File: src/rtl/seven_segments_decoder.sv
// rtl/seven_segments_decoder.sv - two-digit seven-segment pattern to hex byte decoder
module seven_segments_decoder (
  input  logic        clock,
  input  logic        reset,
  input  logic        start,
  input  logic [15:0] y,
  output logic [7:0]  x,
  output logic        done,
  output logic        error
);

  typedef enum logic [1:0] {
    IDLE = 2'd0,
    HIGH = 2'd1,
    LOW  = 2'd2,
    DONE = 2'd3
  } state_t;

  state_t      state_q, state_d;
  logic [15:0] cap_q, cap_d;
  logic [7:0]  x_q, x_d;
  logic        done_q, done_d;
  logic        err_q, err_d;

  logic [6:0]  seg_sel;
  logic [3:0]  nib;
  logic        bad;

  // dp bits are captured with the word but never decoded
  logic        unused_dp;
  assign unused_dp = cap_q[15] ^ cap_q[7];

  // single shared glyph lookup, fed from the high digit in HIGH and the low digit otherwise
  always_comb begin
    seg_sel = (state_q == HIGH) ? cap_q[14:8] : cap_q[6:0];
    nib     = 4'h0;
    bad     = 1'b0;
    case (seg_sel)
      7'h3F: nib = 4'h0;
      7'h06: nib = 4'h1;
      7'h5B: nib = 4'h2;
      7'h4F: nib = 4'h3;
      7'h66: nib = 4'h4;
      7'h6D: nib = 4'h5;
      7'h7D: nib = 4'h6;
      7'h07: nib = 4'h7;
      7'h7F: nib = 4'h8;
      7'h6F: nib = 4'h9;
      7'h77: nib = 4'hA;
      7'h7C: nib = 4'hB;
      7'h39: nib = 4'hC;
      7'h5E: nib = 4'hD;
      7'h79: nib = 4'hE;
      7'h71: nib = 4'hF;
      default: begin
        nib = 4'h0;
        bad = 1'b1;
      end
    endcase
  end

  // next-state and datapath updates; IDLE and DONE share the capture path
  always_comb begin
    state_d = state_q;
    cap_d   = cap_q;
    x_d     = x_q;
    done_d  = done_q;
    err_d   = err_q;
    case (state_q)
      IDLE, DONE: begin
        if (start) begin
          cap_d   = y;
          x_d     = 8'h00;
          err_d   = 1'b0;
          done_d  = 1'b0;
          state_d = HIGH;
        end
      end
      HIGH: begin
        x_d[7:4] = nib;
        err_d    = err_q | bad;
        state_d  = LOW;
      end
      LOW: begin
        x_d[3:0] = nib;
        err_d    = err_q | bad;
        done_d   = 1'b1;
        state_d  = DONE;
      end
      default: state_d = IDLE;
    endcase
  end

  // state and result registers; reset discards any partial decode
  always_ff @(posedge clock) begin
    if (reset) begin
      state_q <= IDLE;
      cap_q   <= 16'h0000;
      x_q     <= 8'h00;
      done_q  <= 1'b0;
      err_q   <= 1'b0;
    end else begin
      state_q <= state_d;
      cap_q   <= cap_d;
      x_q     <= x_d;
      done_q  <= done_d;
      err_q   <= err_d;
    end
  end

  assign x     = x_q;
  assign done  = done_q;
  assign error = err_q;

endmodule

File: config.mk
export PLATFORM = sky130hd
export DESIGN_NAME = seven_segments_decoder
export DESIGN_NICKNAME = d
export VERILOG_FILES = /design/src/rtl/seven_segments_decoder.sv
export SDC_FILE = /design/constraint.sdc
export NUM_CORES = 1
export LEC_CHECK = 0
export BUFFER_PORTS_ARGS = -buffer_cell sky130_fd_sc_hd__buf_2
export CORE_MARGIN = 5
export CORE_UTILIZATION = 49
export DETAILED_ROUTE_END_ITERATION = 16
export PLACE_DENSITY_LB_ADDON = 0.15
export RECOVER_POWER = 100
export SETUP_SLACK_MARGIN = 0.02
export SLEW_MARGIN = 10
export SYNTH_ARGS = -nofsm -noshare
export SYNTH_HDL_FRONTEND = slang
export SYNTH_SLANG_ARGS = --single-unit
File: constraint.sdc
create_clock -name clock -period 1.8 [get_ports clock]
set_input_delay 0.18 -clock clock [delete_from_list [all_inputs] [get_ports clock]]
set_output_delay 0.18 -clock clock [all_outputs]
set_load 0.005 [all_outputs]
# Yosys cells after proc, flatten, opt, wreduce, memory -nomap -nowiden
# Cells that the tools add are included.
# W data, S select, Z words.
totals:
  word_cells: 47
  output_inout_bits: 10
  inputBits: 19
  register_bits: 27
op_classes:
  reduce_logical: 9
  eq_ne: 20
  bitwise: 1
  muxes: 11
ops:
  columns: ["cell", "count"]
  rows:
  - ["$eq A7 B7 Y1 const B", 12]
  - ["$pmux W4 S15", 1]
  - ["$pmux W4 S2", 2]
  - ["$reduce_or A16 Y1", 1]
  - ["$eq A7 B3 Y1 const B", 2]
  - ["$eq A7 B6 Y1 const B", 2]
  - ["$mux W8", 1]
  - ["$mux W7", 1]
  - ["$pmux W2 S3", 1]
  - ["$reduce_and A2 Y1", 3]
  - ["$eq A2 B2 Y1 const B", 2]
  - ["$pmux W1 S2", 2]
  - ["$reduce_bool A2 Y1", 2]
  - ["$reduce_or A2 Y1", 2]
  - ["$eq A2 B1 Y1 const B", 1]
  - ["$logic_not A2 Y1", 1]
  - ["$mux W1", 2]
  - ["$mux W2", 1]
  - ["$ne A2 B2 Y1 const B", 1]
  - ["$or A1 B1 Y1", 1]

# Depth between registers and ports, before layout
logic_depth:
  word_depth: 7
  mapped_depth: 10
  depth_no_buf: 8

# Least setup slack after synthesis
# Ideal clock, no wire load.
synth_path:
  path_type: "register -> register"
  startpoint: "register state_q[1]"
  endpoint: "register err_q (netlist: error)"
  setup_ns: 0.117
  period_less_slack_ns: 1.955
  path_slack_ns: -0.155
  path_stages_with_launch: 10
  n_path_buf: 1
  arrival_time_ns: 1.838
  required_ns: 1.683
  path_cell_list: "dfxtp_1 inv_1 ha_1 buf_6 or3b_4 a22oi_4 o31a_1 a41oi_1 o311a_1 a32o_1"
synth_between:
  elab_chain_cells: 7
  elab_cells_between_ends: 28
  classes_between: "20 x eq/ne; 3 x mux; 1 x bitwise; 4 x reduce/logical"
synth_rtl:
  columns: ["element", "line_no", "text"]
  rows:
  - ["from (decl)", "19", "state_t state_q, state_d;"]
  - ["from (signal assigned)", "103", "state_q <= state_d;"]
  - ["$eq A2 B1 Y1", "35, 69", null]
  - ["$mux W7", "35", "seg_sel = (state_q == HIGH) ? cap_q[14:8] : cap_q[6:0];"]
  - ["$eq A7 B7 Y1 (tied with other cells)", "38", "case (seg_sel)"]
  - ["$reduce_or A16 Y1 (no source line)", null, null]
  - ["$mux W1", "38", null]
  - ["$or A1 B1 Y1", "81, 86", null]
  - ["$pmux W1 S2", "69", "case (state_q)"]
  - ["to (signal assigned)", "107", "err_q <= err_d;"]
  - ["to (decl)", "23", "logic err_q, err_d;"]
# Parallel ways exist; a longest one is shown, timed or not.
# A chain may end at the register's enable or synchronous reset.

# Worst setup path after layout
# Same ends and word-level chain as after synthesis.

==> results.sh <==
export IMPL_status="complete, but fails checks"
export IMPL_violations="negative setup slack"
export IMPL_grt_max_degree=18
export IMPL_gp_congestion=0.921
export IMPL_dp_hpwl_um=3080
export IMPL_worst_setup_path_end_kind="flip-flop"
export IMPL_drt_iter0_drc=157
export IMPL_layout_cells_non_filler=298
export IMPL_synthCells=205
export IMPL_coreArea_um2=3030
export IMPL_cts_buffers=3
export IMPL_rsz0062_at_grt="true"
export IMPL_worstPathCellList="inv_2, ha_4, buf_6, or3b_4, a22oi_4, o31a_1, a41oi_2, o311a_1, a32o_1"
export IMPL_power_density_nw_per_um2=1180
export IMPL_io_pins=29
export IMPL_maxCapViolCount=0
export IMPL_cp_top_family="compound AO/OA/AOI/OAI gates"
export IMPL_htreeDepth=1
export IMPL_critical_path_class="flip-flop to flip-flop"
export IMPL_synth_cell_types=45
export IMPL_yosysTopAreaCellShare=0.338
export IMPL_fmaxAchievable_mhz=492
export IMPL_leakage_nw=0.800
export IMPL_layout_drive_gt1_share=0.291
export IMPL_synth_top_cells_by_count="41 x nand2_1, 26 x dfxtp_1, 18 x a21oi_1"
export IMPL_tightest_slew_ns=0.403
export IMPL_start_kind="flip-flop"
export IMPL_synth_most_common_cell="nand2_1"
export IMPL_diodes=0
export IMPL_die_h_um=66.0
export IMPL_async_flop_share=0
export IMPL_port_buffers=26
export IMPL_syn2layout_area_growth_pct=32.1
export IMPL_fillers=255
export IMPL_synth_nets=227
export IMPL_cp_max_fo=7
export IMPL_timing_final_crit_share=1.13
export IMPL_cp_slowest_stage_delay_ns=0.39
export IMPL_rows=20
export IMPL_cts_tree="done"
export IMPL_relSlewSlack=0.731
export IMPL_ys_seq_area_frac=0.338
export IMPL_syn_cell_area_um2=1540
export IMPL_gr_total_overflow=0
export IMPL_grt_pass1_wl_um=6730
export IMPL_syn_avg_cell_area_um2=7.50
export IMPL_start_util=0.508
export IMPL_wl_per_cell_um=14.1
export IMPL_maxSlewViolCount=0
export IMPL_grt_pass1_vias=1504
export IMPL_dr_pass1_iters=4
export IMPL_rr_startpoint="state_q[1]$_SDFFE_PP0P_"
export IMPL_crit_buf_inv=2
export IMPL_die_w_um=66.0
export IMPL_totalWireLength_um=4220
export IMPL_worstSkewPairLatency_ns=0.33
export IMPL_grt_antenna_before_repair=0
export IMPL_critPathSlowestCell="or3b_4"
export IMPL_synth_edf_count=0
export IMPL_ys_top_cells_by_area="dfxtp_1 34%, nand2_1 10%, a21oi_1 5.9%, nand3_1 4.6%, nand2b_1 3.3%"
export IMPL_grt_usage=0.193
export IMPL_hold_path_class="primary input to flip-flop"
export IMPL_vdd_drop_max_uv=825
export IMPL_cts_sinks=26
export IMPL_antenna_left=0
export IMPL_setup_violations=9
export IMPL_finClkSkew_ns=0.0199
export IMPL_min_period_ns=2.03
export IMPL_critical_path_startpoint="state_q[1]$_SDFFE_PP0P_"
export IMPL_setup_ws_ns=-0.233
export IMPL_dp_cells=284
export IMPL_min_delay_start="y[14]"
export IMPL_ctsLongestPathBuffers=2
export IMPL_cp_required_ns=2.02
export IMPL_clk_pin_slew_worst_paths_ns=0.16
export IMPL_place_ws_ns=-0.176
export IMPL_cts_root_buffer="clkbuf_4"
export IMPL_ys_warnings_count=0
export IMPL_hold_viol_final=0
export IMPL_ys_ff_latch=26
export IMPL_layout_nets=277
export IMPL_viasPerCell=5.61
export IMPL_vias=1673
export IMPL_drc=0
export IMPL_yosys_area_top_type="dfxtp_1"
export IMPL_synthFlopType="dfxtp_1"
export IMPL_critPathArrivalTime_ns=2.26
export IMPL_dieArea_um2=4360
[logic make-up (layout without fill, tap and decap cells)]
kind of cell,after synthesis,in the layout,synth area share
buffers and inverters,18,67,0.0537
AND/OR/NAND/NOR,95,95,0.312
multiplexers,3,3,0.0195
AO/OA/AOI/OAI,60,60,0.251
adder cells (fa/ha/maj),3,3,0.0244
flip-flops,26,26,0.338
[layout by cell type (no fill, tap or decap), drive strengths merged, types with 3 or more instances in the layout]
| master | synthesis | routed |
|---|---|---|
| a21boi | 3 | 3 |
| a21oi | 18 | 18 |
| a32o | 3 | 3 |
| and3 | 3 | 3 |
| buf | 5 | 52 |
| clkbuf | 7 | 8 |
| dfxtp | 26 | 26 |
| ha | 3 | 3 |
| inv | 6 | 6 |
| mux2i | 3 | 3 |
| nand2 | 41 | 41 |
| nand2b | 8 | 8 |
| nand3 | 14 | 14 |
| nand3b | 6 | 6 |
| nor2 | 8 | 8 |
| nor3 | 5 | 5 |
| o21ai | 19 | 19 |
[power by group]
| group | switching, mW | internal (mW) |
|---|---|---|
| Clock | 0.184 | 0.225 |
| Sequential | 0.123 | 0.671 |
| Combinational | 0.617 | 0.585 |
| Total | 0.924 | 1.48 |
[worst register-to-register path, stage by stage (launching register included)]
cell and delay (ns):
dfxtp_2 0.36, inv_2 0.05, ha_4 0.19, buf_6 0.14, or3b_4 0.39, a22oi_4 0.22, o31a_1 0.18, a41oi_2 0.05
o311a_1 0.17, a32o_1 0.21
[what timing repair did]
item / in CTS / in global routing
resized for setup: 6 / 14
hold buffers: 0 / 0
setup endpoints to repair: 23 / 24
pin swaps: 1 / 6
setup buffers: 3 / 7
[per-stage QoR]
stage	TNS [ns]	util	hold WS, ns	instance area (µm²)	power (mW)
2_1_floorplan	-0.0872	-	0.316	1550	1.43
3_3_place_gp	-0.644	0.606	0.414	1830	1.78
3_5_place_dp	-2.09	0.606	0.424	1830	1.82
4_1_cts	-1.05	0.638	0.0612	1930	2.30
5_1_grt	-2.74	0.671	0.0561	2030	2.58
6_report	-1.20	0.671	0.0580	2030	2.41
[worst paths after layout]
| check | cells past startpoint | slack, ns | end |
|---|---|---|---|
| max | 9 | -0.23 | error$_SDFFE_PP0P_ |
| max reg2reg | 9 | -0.23 | error$_SDFFE_PP0P_ |
| min | 3 | 0.06 | cap_q[14]$_SDFFE_PP0P_ |
| min reg2reg | 2 | 0.47 | x[2]$_SDFFE_PP0P_ |
[metal layers]
metal  vias to the layer above  share of wire  global-route usage
li1                        828              -                   -
met1                       796           0.46               0.267
met2                        47           0.48               0.314
met3                         2          0.053              0.0340
met4                         0         0.0069              0.0406
met5                         -              0                   0
[flip-flops by register name, summed over array words and instances (netlist names)]
| signal | flops |
|---|---|
| cap_q | 14 |
| done | 1 |
| error | 1 |
| state_q | 2 |
| x | 8 |
[cell type report]
cell class | count | area [µm²] | share of cell area
clock buffer | 3 | 22.5 | 0.0111
clock inverter | 1 | 30.0 | 0.0148
inverter | 6 | 22.5 | 0.0111
multi-input combinational | 161 | 1010 | 0.499
sequential | 26 | 522 | 0.257
tap | 44 | 55.1 | 0.0271
timing repair buffer | 57 | 365 | 0.180
No activity file was read; power rests on OpenSTA's default activity.
